File: src/rtl/conv_mac_seq.sv
// Sequencer for one convolution output: walks KLEN act/wgt pairs through a shared
// mult_add primitive, feeds the clamped running sum back as C, and hands off the 33-bit result.
module conv_mac_seq #(
    parameter int KLEN    = 25,
    parameter int ADDR_W  = 5,
    parameter int MAC_LAT = 3
) (
    input  logic              clk,
    input  logic              rst,
    input  logic              start,
    input  logic [27:0]       bias,
    output logic              busy,
    output logic              rd_en,
    output logic [ADDR_W-1:0] rd_addr,
    input  logic [15:0]       act_data,
    input  logic [15:0]       wgt_data,
    output logic              mac_en,
    output logic              mac_sclr,
    output logic [15:0]       mac_a,
    output logic [15:0]       mac_b,
    output logic [27:0]       mac_c,
    input  logic [32:0]       mac_p,
    output logic [32:0]       out_data,
    output logic              out_valid,
    input  logic              out_ready,
    output logic              sat_flag
);

    // state   | meaning
    // IDLE    | waiting for start; bias captured on accept
    // READ    | BRAM read of term k
    // LOAD    | register act/wgt/acc into mult_add operands
    // EXEC    | mac_en high for MAC_LAT clocks, operands held
    // CAPTURE | sample P; feed back clamped sum or finish
    // OUT     | result valid, waiting for out_ready
    typedef enum logic [2:0] {
        S_IDLE,
        S_READ,
        S_LOAD,
        S_EXEC,
        S_CAPTURE,
        S_OUT
    } state_t;

    localparam int                CNT_W    = (MAC_LAT > 1) ? $clog2(MAC_LAT) : 1;
    localparam logic [CNT_W-1:0]  CNT_LOAD = CNT_W'(MAC_LAT - 1);
    localparam logic [ADDR_W-1:0] K_LAST   = ADDR_W'(KLEN - 1);

    state_t            r_state;
    state_t            w_state_nxt;
    logic [CNT_W-1:0]  r_cnt;
    logic [ADDR_W-1:0] r_k;
    logic [27:0]       r_acc;
    logic [15:0]       r_mac_a;
    logic [15:0]       r_mac_b;
    logic [27:0]       r_mac_c;
    logic [32:0]       r_out_data;
    logic              r_sat;

    logic              w_accept;
    logic              w_last;
    logic              w_ovf;
    logic [27:0]       w_p_sat;

    assign w_accept = (r_state == S_IDLE) && start;
    assign w_last   = (r_k == K_LAST);

    // P fits in 28 bits only if its top six bits are all copies of the sign
    assign w_ovf    = ~((&mac_p[32:27]) | ~(|mac_p[32:27]));
    assign w_p_sat  = w_ovf ? (mac_p[32] ? 28'h800_0000 : 28'h7FF_FFFF) : mac_p[27:0];

    always_ff @(posedge clk) begin
        if (rst) begin
            r_state <= S_IDLE;
        end else begin
            r_state <= w_state_nxt;
        end
    end

    always_comb begin
        w_state_nxt = r_state;
        case (r_state)
            S_IDLE:    if (start) w_state_nxt = S_READ;
            S_READ:    w_state_nxt = S_LOAD;
            S_LOAD:    w_state_nxt = S_EXEC;
            S_EXEC:    if (r_cnt == '0) w_state_nxt = S_CAPTURE;
            S_CAPTURE: w_state_nxt = w_last ? S_OUT : S_READ;
            S_OUT:     if (out_ready) w_state_nxt = S_IDLE;
            default:   w_state_nxt = S_IDLE;
        endcase
    end

    always_ff @(posedge clk) begin
        if (rst) begin
            r_cnt      <= '0;
            r_k        <= '0;
            r_acc      <= '0;
            r_mac_a    <= '0;
            r_mac_b    <= '0;
            r_mac_c    <= '0;
            r_out_data <= '0;
            r_sat      <= 1'b0;
        end else begin
            case (r_state)
                S_IDLE: begin
                    if (start) begin
                        r_acc <= bias;
                        r_sat <= 1'b0;
                        r_k   <= '0;
                    end
                end
                S_LOAD: begin
                    r_mac_a <= act_data;
                    r_mac_b <= wgt_data;
                    r_mac_c <= r_acc;
                    r_cnt   <= CNT_LOAD;
                end
                S_EXEC: begin
                    if (r_cnt != '0) r_cnt <= r_cnt - 1'b1;
                end
                S_CAPTURE: begin
                    // the final sum leaves unclamped; only the C feedback is saturated
                    if (w_last) begin
                        r_out_data <= mac_p;
                    end else begin
                        r_acc <= w_p_sat;
                        r_k   <= r_k + 1'b1;
                        if (w_ovf) r_sat <= 1'b1;
                    end
                end
                default: ;
            endcase
        end
    end

    assign busy      = (r_state != S_IDLE);
    assign rd_en     = (r_state == S_READ);
    assign rd_addr   = r_k;
    assign mac_en    = (r_state == S_EXEC);
    assign mac_sclr  = rst | w_accept;
    assign mac_a     = r_mac_a;
    assign mac_b     = r_mac_b;
    assign mac_c     = r_mac_c;
    assign out_data  = r_out_data;
    assign out_valid = (r_state == S_OUT);
    assign sat_flag  = r_sat;

endmodule

File: config.mk
export PLATFORM = sky130hd
export DESIGN_NAME = conv_mac_seq
export DESIGN_NICKNAME = d
export VERILOG_FILES = /design/src/rtl/conv_mac_seq.sv
export SDC_FILE = /design/constraint.sdc
export NUM_CORES = 1
export LEC_CHECK = 0
export ABC_AREA = 0
export CORE_ASPECT_RATIO = 0.7
export CORE_MARGIN = 2
export CORE_UTILIZATION = 47
export CTS_CLUSTER_SIZE = 28
export DETAILED_ROUTE_END_ITERATION = 7
export PLACE_DENSITY_LB_ADDON = 0.1
export SLEW_MARGIN = 20
export SYNTH_ARGS = -nofsm -noshare
export SYNTH_HDL_FRONTEND = slang
export SYNTH_SLANG_ARGS = --single-unit
export TNS_END_PERCENT = 5
File: constraint.sdc
create_clock -name clk -period 4.49 [get_ports clk]
set_input_delay 0.449 -clock clk [delete_from_list [all_inputs] [get_ports clk]]
set_output_delay 0.449 -clock clk [all_outputs]
set_load 0.01 [all_outputs]
* Word level (Yosys, flattened, before mapping)
Cells that the tools add are included.
** Storage, ports and cells
- Flip-flop bits (word level) :: 132
- RAM bits :: 0
- Memories kept :: 0
- Memory bits (read-only) :: 0
- Logic and storage cells :: 59
- Latch bits :: 0
** Cells by class
- Multipliers :: 0
- Equality and inequality tests :: 12
- Shift operators :: 0
- Divide/modulo/power cells :: 0
- Add/subtract/negate cells :: 2
- Reductions and logical operators :: 14
- Bitwise logic cells :: 3
- Muxes and demuxes :: 19
- Order comparisons :: 0
** Operators by type and width (count)
- $mux W28 :: 4
- $pmux W28 S2 :: 1
- $pmux W3 S6 :: 1
- $mux W3 :: 4
- $mux W5 :: 2
- $pmux W5 S2 :: 1
- $eq A3 B2 Y1 const B :: 2
- $eq A3 B3 Y1 const B :: 2
- $ne A2 B1 Y1 const B :: 3
- $ne A2 B2 Y1 const B :: 3
- $reduce_and A3 Y1 :: 2
- $reduce_and A6 Y1 :: 1
- $reduce_bool A2 Y1 :: 3
- $reduce_or A6 Y1 :: 1
- $add A5 B1 Y5 const B :: 1
- $eq A5 B5 Y1 const B :: 1
- $pmux W2 S2 :: 1
- $reduce_and A2 Y1 :: 2
- $reduce_and A4 Y1 :: 1
- $eq A3 B1 Y1 const B :: 1
- $logic_not A3 Y1 :: 1
- $mux W1 :: 3
- $reduce_bool A3 Y1 :: 1
- $logic_not A2 Y1 :: 1
- 6 further kinds :: 7

* Logic depth before layout (Yosys ltp)
Gate-level depths: netlist (run 1).
- Depth in word-level cells :: 6
- Depth in mapped cells :: 7

* Worst setup path after synthesis (run 1)
OpenSTA, ideal clock, no wires.
- Path type :: register -> register
- From :: reg r_k[0] (netlist: rd_addr[0])
- To :: reg r_acc[10]
- Arrival time :: 2.000 ns
- Stages on the path, launching flop included :: 8
- Library setup time :: 0.083 ns
- Buffers on the path :: 1
- Setup slack :: 2.407 ns
- Path through :: dfxtp_1 > inv_1 > ha_1 > and4b_1 > a2111oi_4 > nand4_2 > buf_2 > o221ai_1
** Between the ends
- Word-level cells in the longest chain between the ends :: 3
** RTL lines
- from (decl) :: RTL line 52 : logic [ADDR_W-1:0] r_k;
- from (signal assigned) :: RTL line 127 : r_k <= r_k + 1'b1;
- $eq A5 B5 Y1 :: RTL line 66 : assign w_last = (r_k == K_LAST);
- $ne A2 B2 Y1 (no source line)
- $reduce_and A3 Y1 (no source line)
- to (signal assigned) :: RTL line 107 : r_acc <= bias;
- to (signal assigned) :: RTL line 126 : r_acc <= w_p_sat;
- to (decl) :: RTL line 53 : logic [27:0] r_acc;
Every way passes these cells.
A chain may end at the register's enable or synchronous reset.

* Worst setup path after layout (run 1)
- From :: reg r_state[0]
- To :: out mac_sclr
** Between the ends
- Word-level cells in the longest chain between the ends :: 3
** RTL lines
- from (decl) :: RTL line 49 : state_t r_state;
- from (signal assigned) :: RTL line 76 : r_state <= w_state_nxt;
- $logic_not A3 Y1 :: RTL line 65 : assign w_accept = (r_state == S_IDLE) && start;
- $logic_and A1 B1 Y1 :: RTL line 65
- $or A1 B1 Y1 :: RTL line 140 : assign mac_sclr = rst | w_accept;
- to (decl) :: RTL line 18 : output logic mac_sclr,
Every way passes these cells.

==> results of run 1 <==
kinds of logic (layout without fill, tap and decap cells):
family | after synthesis | count (layout) | synth area share, %
buffers and inverters | 60 | 249 | 4.553
AO/OA/AOI/OAI | 139 | 139 | 16.69
adder cells (fa/ha/maj) | 3 | 3 | 0.7384
AND/OR/NAND/NOR | 313 | 313 | 25.50
flip-flops | 132 | 132 | 51.98
XOR/XNOR | 2 | 2 | 0.3446
multiplexers | 1 | 1 | 0.1969
registers in the layout (all words and copies together) (netlist names):
| register | flops |
|---|---|
| mac_a | 16 |
| mac_b | 16 |
| mac_c | 28 |
| out_data | 33 |
| r_acc | 28 |
| r_cnt | 2 |
| r_state | 3 |
| rd_addr | 5 |
| sat_flag | 1 |
per-stage QoR:
step / hold WS, ns / util, % / setup slack, ns / std cells
2_1_floorplan: 0.4321 / - / 2.407 / 650
3_3_place_gp: 0.4407 / 68.26 / 1.909 / 939
3_5_place_dp: 0.4458 / 68.31 / 1.787 / 939
4_1_cts: 0.4533 / 73.93 / 1.662 / 971
5_1_grt: 0.4712 / 74.00 / 1.534 / 971
6_report: 0.4536 / 74.00 / 1.651 / 971
critical path, cell delays in order, from the launching register on:
cell and delay, ns:
dfxtp_1 0.51, or3_1 0.47, o21ai_1 0.37, clkdlybuf4s50_1 0.61
worst max path at each step:
stage               slack (ns)  depth (start not counted)   endpoint
floorplan                 2.41                          7  r_acc[10]
global placement          1.91                          5   r_acc[5]
detailed placement        1.79                          5  r_acc[10]
CTS                       1.66                          3   mac_sclr
global route              1.53                          3   mac_sclr
finish                    1.65                          3   mac_sclr
placed cells by master, fill, tap and decap left out, drive strengths merged, types with 4 or more instances in the layout:
cell type,n
nand2,220
clkinv,5
nand3,30
nor2,41
clkdlybuf4s50,199
o221ai,27
buf,7
a21oi,99
inv,11
clkinvlp,6
dfxtp,132
nand2b,4
clkbuf,19
layer usage:
metal | wire length (um) | global-route usage (%) | up-vias
met1 | 6730 | 33.27 | 2379
li1 | - | - | 2538
met5 | 0 | 0 | -
met2 | 6935 | 41.22 | 197
met3 | 1255 | 8.073 | 31
met4 | 293 | 10.99 | 0
cell type report:
type	count	area (sq um)
fillers	756	2713
repair buffers	206	2044
well taps	132	165.2
multi-input cells	458	2241
inverters	11	41.29
clock buffers	19	452.9
clock inverters	13	133.9
flip-flops and latches	132	2643
power by group:
| group | internal, mW | switching [mW] |
|---|---|---|
| clock | 0.841 | 0.527 |
| sequential | 1.23 | 0.0462 |
| combinational | 0.202 | 0.217 |
==> flow_summary.toml, run 1 <==
[clock_tree]
clock-root-buffer = "clkbuf_16"
post_cts_buffers = 0
clockBufferDepth = 2
numClockSinks = 132
cts_made_buffers = 17
clk_latency_ns = 0.42
cts-resized-gates = 0
hold_buffers = 0
cts_tree = "yes"
path_clk_slew_ns = 0.06
htree_levels = 4

[global_routing]
grt_max_degree = 101
grt_overflow_total = 0
grt_usage_pct = 26.18
grt_antenna_before_repair = 0
grt_pass1_wl_um = 24200
grt_pass1_vias = 4861

[floorplan]
die_x_um = 128.3
num_rows = 31
initial_utilization_pct = 48.72
die_area_sq_um = 11680
pin_count = 201
core_sq_um = 10430
die-height_um = 91.02

[sta]
skew_ns = 0.008518
layout_min_cycle_time_ns = 2.839
min_period_over_period_pct = 63.24
tns_ns = 0
slew_violations = 0
hold_viol_final = 0
grt_setup_unrepaired = "false"
tightestPinTransition_ns = 1.061
fmax_ghz = 0.3522
max_slew_margin_pct = 29.28
setup_viol = 0

[yosys]
ys.flop_type = "dfxtp_1"
yosys.area.top_type_share_pct = 51.98
synth_edf_count = 0
synth_cells = 650
synth_seq_cells = 132
yosysMostFrequentCell = "nand2_1"
synth_fp_nets = 750
ys_types = 38
syn_area_per_cell_sq_um = 7.821
yosysWarningCount = 0
syn_area_sq_um = 5084
synth_commonest_cells = "220 x nand2_1, 132 x dfxtp_1, 99 x a21oi_1"
synth_area_leaders = "dfxtp_1 52%, nand2_1 16%, a21oi_1 9.7%"
synthArstFlopShare_pct = 0
seq_area_frac_synth_pct = 51.98
synth.largest_area_cell = "dfxtp_1"

[setup_path]
cp_data_arrival_time_ns = 2.39
critPathLaunchType = "flip-flop"
r2r-end = "r_acc[3]"
cp_max_fo = 16
crit_type = "reg2out"
worstRegToRegCells = 6
rrSetupSlack_ns = 1.92
setup.worst_path.start = "r_state[0]"
crit_path_end_kind = "output pin"
required_ns = 4.04
r2r-start = "rd_addr[0]"

[detailed_routing]
routed_via_density = 5.299
detail-route-antenna-nets = 0
drt_iter0_markers = 367
firstDrtPassIters = 8
routed_wl_um = 15220
vias = 5145
routedWlPerCell_um = 15.67
route.detailed.drc = 0

[pwr]
irDropWorstVdd_mv = 0.3201
p_per_area_nw_per_um2 = 397.4
p_leak_nw = 2.674
p_total_mw = 3.069

[finish]
fin_area_sq_um = 7721
diodes = 0
finish.net_count = 926
areaGrowthSynthToFinish_pct = 51.88
layout-drive-gt1-share_pct = 6.317

[outcome]
run_status = "finished, final reports clean"

[place]
placement.cell_area_sq_um = 7127
dp_hpwl_um = 10060
io_buffers = 200
gp_congestion = 0.7900

[job]
maxCapViolCount = 0

[hold_path]
hold_depth = 2
min_from = "mac_a[6]"
hold_class = "reg2reg"
holdPathEnd = "mac_a[6]"
No activity file was read; power rests on OpenSTA's default activity.
==> inputs of run 2 (changes only) <==
--- a/config.mk
+++ b/config.mk
@@ -8,7 +8,7 @@
 export ABC_AREA = 0
 export CORE_ASPECT_RATIO = 0.7
 export CORE_MARGIN = 2
-export CORE_UTILIZATION = 47
+export CORE_UTILIZATION = 39
 export CTS_CLUSTER_SIZE = 28
 export DETAILED_ROUTE_END_ITERATION = 7
 export PLACE_DENSITY_LB_ADDON = 0.1
==> constraint.sdc (replaced) <==
create_clock -name clk -period 2.4 [get_ports clk]
set_input_delay 0.24 -clock clk [delete_from_list [all_inputs] [get_ports clk]]
set_output_delay 0.24 -clock clk [all_outputs]
set_load 0.01 [all_outputs]
==> flow_summary.toml, run 2 (synthesis gave the netlist of run 1 again) <==
[outcome]
run_status = "finished, final reports clean"

[finish]
largest_reg_flops = 33
diodes = 0
layout_commonest_cell = "nand2_1"
layout-drive-gt1-share_pct = 7.210
final_cell_mix = "220 x nand2_1, 199 x clkdlybuf4s50_1, 129 x dfxtp_1"
postLayoutCoreUtil_pct = 61.97
fillers = 1074
areaGrowthSynthToFinish_pct = 53.51
finish.net_count = 933

[setup_path]
rrSetupSlack_ns = 0.23
worstRegToRegCells = 7
timing.critical_path.buf_inv = 1
required_ns = 2.16
cp_top_family = "buffers and inverters"
path_cells = "or3_1, o21ai_1, clkdlybuf4s50_1"
cp_data_arrival_time_ns = 2.00
cp_max_fo = 15
crit_type = "reg2out"
crit_path_end_kind = "output pin"
critical-path-slowest-cell = "clkdlybuf4s50_1"
critPathLaunchType = "flip-flop"
r2r-end = "r_acc[20]"
max_stage_delay_ns = 0.57
r2r-start = "rd_addr[0]"

[clock_tree]
clockBufferDepth = 2
htree_levels = 4
clk_latency_ns = 0.41
hold_buffers = 0
cts-resized-gates = 0
cts_tree = "yes"
cts_made_buffers = 17
post_cts_buffers = 0
clock-root-buffer = "clkbuf_16"
path_clk_slew_ns = 0.06
numClockSinks = 132

[detailed_routing]
routedWlPerCell_um = 15.22
vias = 5121
met3_length_um = 1121
routed_via_density = 5.080
routed_wl_um = 15340
wl_met2_um = 6883
drt_iter0_markers = 278
wl_met1_um = 7243
firstDrtPassIters = 4
detail-route-antenna-nets = 0
route.detailed.drc = 0
top_layer = "met4"

[sta]
hold_ws_ns = 0.2796
fmax_ghz = 0.4460
hold_viol_final = 0
setup_viol = 0
grt_setup_unrepaired = "false"
layout_min_cycle_time_ns = 2.242
tns_ns = 0
tightestPinTransition_ns = 0.6850
min_period_over_period_pct = 93.43
skew_ns = 0.008270
slew_violations = 0
max_slew_margin_pct = 54.33

[place]
dp_hpwl_um = 10490
gp_congestion = 0.7992
io_buffers = 200

[global_routing]
grt_usage_pct = 21.44
grt_max_degree = 64
grt_pass1_wl_um = 23860
grt_overflow_total = 0
grt_pass1_vias = 4723
grt_antenna_before_repair = 0

[floorplan]
die_area_sq_um = 13980
die_x_um = 140.5
num_rows = 34
pin_count = 201
initial_utilization_pct = 40.37
core_sq_um = 12590
die-height_um = 99.52

[hold_path]
hold_depth = 2
min_from = "rst"
holdPathEnd = "out_data[4]"
hold_class = "in2reg"

[pwr]
p_per_area_nw_per_um2 = 720.6
switching_share_pct = 26.31
p_switching_mw = 1.480
power.share.combinational_pct = 14.3
pwr-share-seq_pct = 42.6
clkPwrFrac_pct = 43.0
irDropWorstVdd_mv = 0.6060
internal_power_mw = 4.144
p_leak_nw = 2.703
p_total_mw = 5.623

[job]
maxCapViolCount = 0
==> run 2: per-layer routing <==
| layer | global-route usage, % | vias up |
|---|---|---|
| met3 | 6.500 | 8 |
| met4 | 6.308 | 0 |
| met1 | 28.62 | 2367 |
| li1 | - | 2554 |
| met2 | 33.79 | 192 |
| met5 | 0 | - |
==> run 2: power by group through the flow <==
stage	Combinational, mW	Clock (mW)	Sequential, mW
5_1_grt	0.878	2.59	2.41
4_1_cts	0.813	2.46	2.39
6_report	0.806	2.42	2.40
2_1_floorplan	0.371	0	2.43
3_5_place_dp	0.808	0	2.44
3_3_place_gp	0.793	0	2.43
==> run 2: worst max path at each step <==
stage | start | to | slack, ns | cells past startpoint
after floorplan | rd_addr[0] | r_acc[10] | 0.32 | 7
after global placement | r_state[0] | r_acc[24] | 0.35 | 4
after detailed placement | r_state[0] | r_acc[10] | 0.23 | 4
after CTS | r_state[0] | mac_sclr | 0.04 | 3
after global routing | rd_addr[0] | r_acc[20] | 0.05 | 7
final | r_state[2] | mac_sclr | 0.16 | 3
==> run 2: layout make-up <==
class | count | area, sq um | share of cell area [%]
timing repair buffer | 213 | 2122 | 27.19
sequential | 132 | 2646 | 33.91
tap | 162 | 202.7 | 2.597
clock buffer | 18 | 429.2 | 5.499
clock inverter | 14 | 128.9 | 1.651
multi-input combinational | 458 | 2233 | 28.62
inverter | 11 | 41.29 | 0.5291
==> run 2: metrics by stage <==
stage / cells / setup slack [ns] / instance area [sq um]
after global placement: 976 / 0.3494 / 7237
after CTS: 1008 / 0.03616 / 7795
after floorplan: 650 / 0.3171 / 5084
final: 1008 / 0.1576 / 7804
after detailed placement: 976 / 0.2280 / 7237
after global routing: 1008 / 0.05348 / 7804
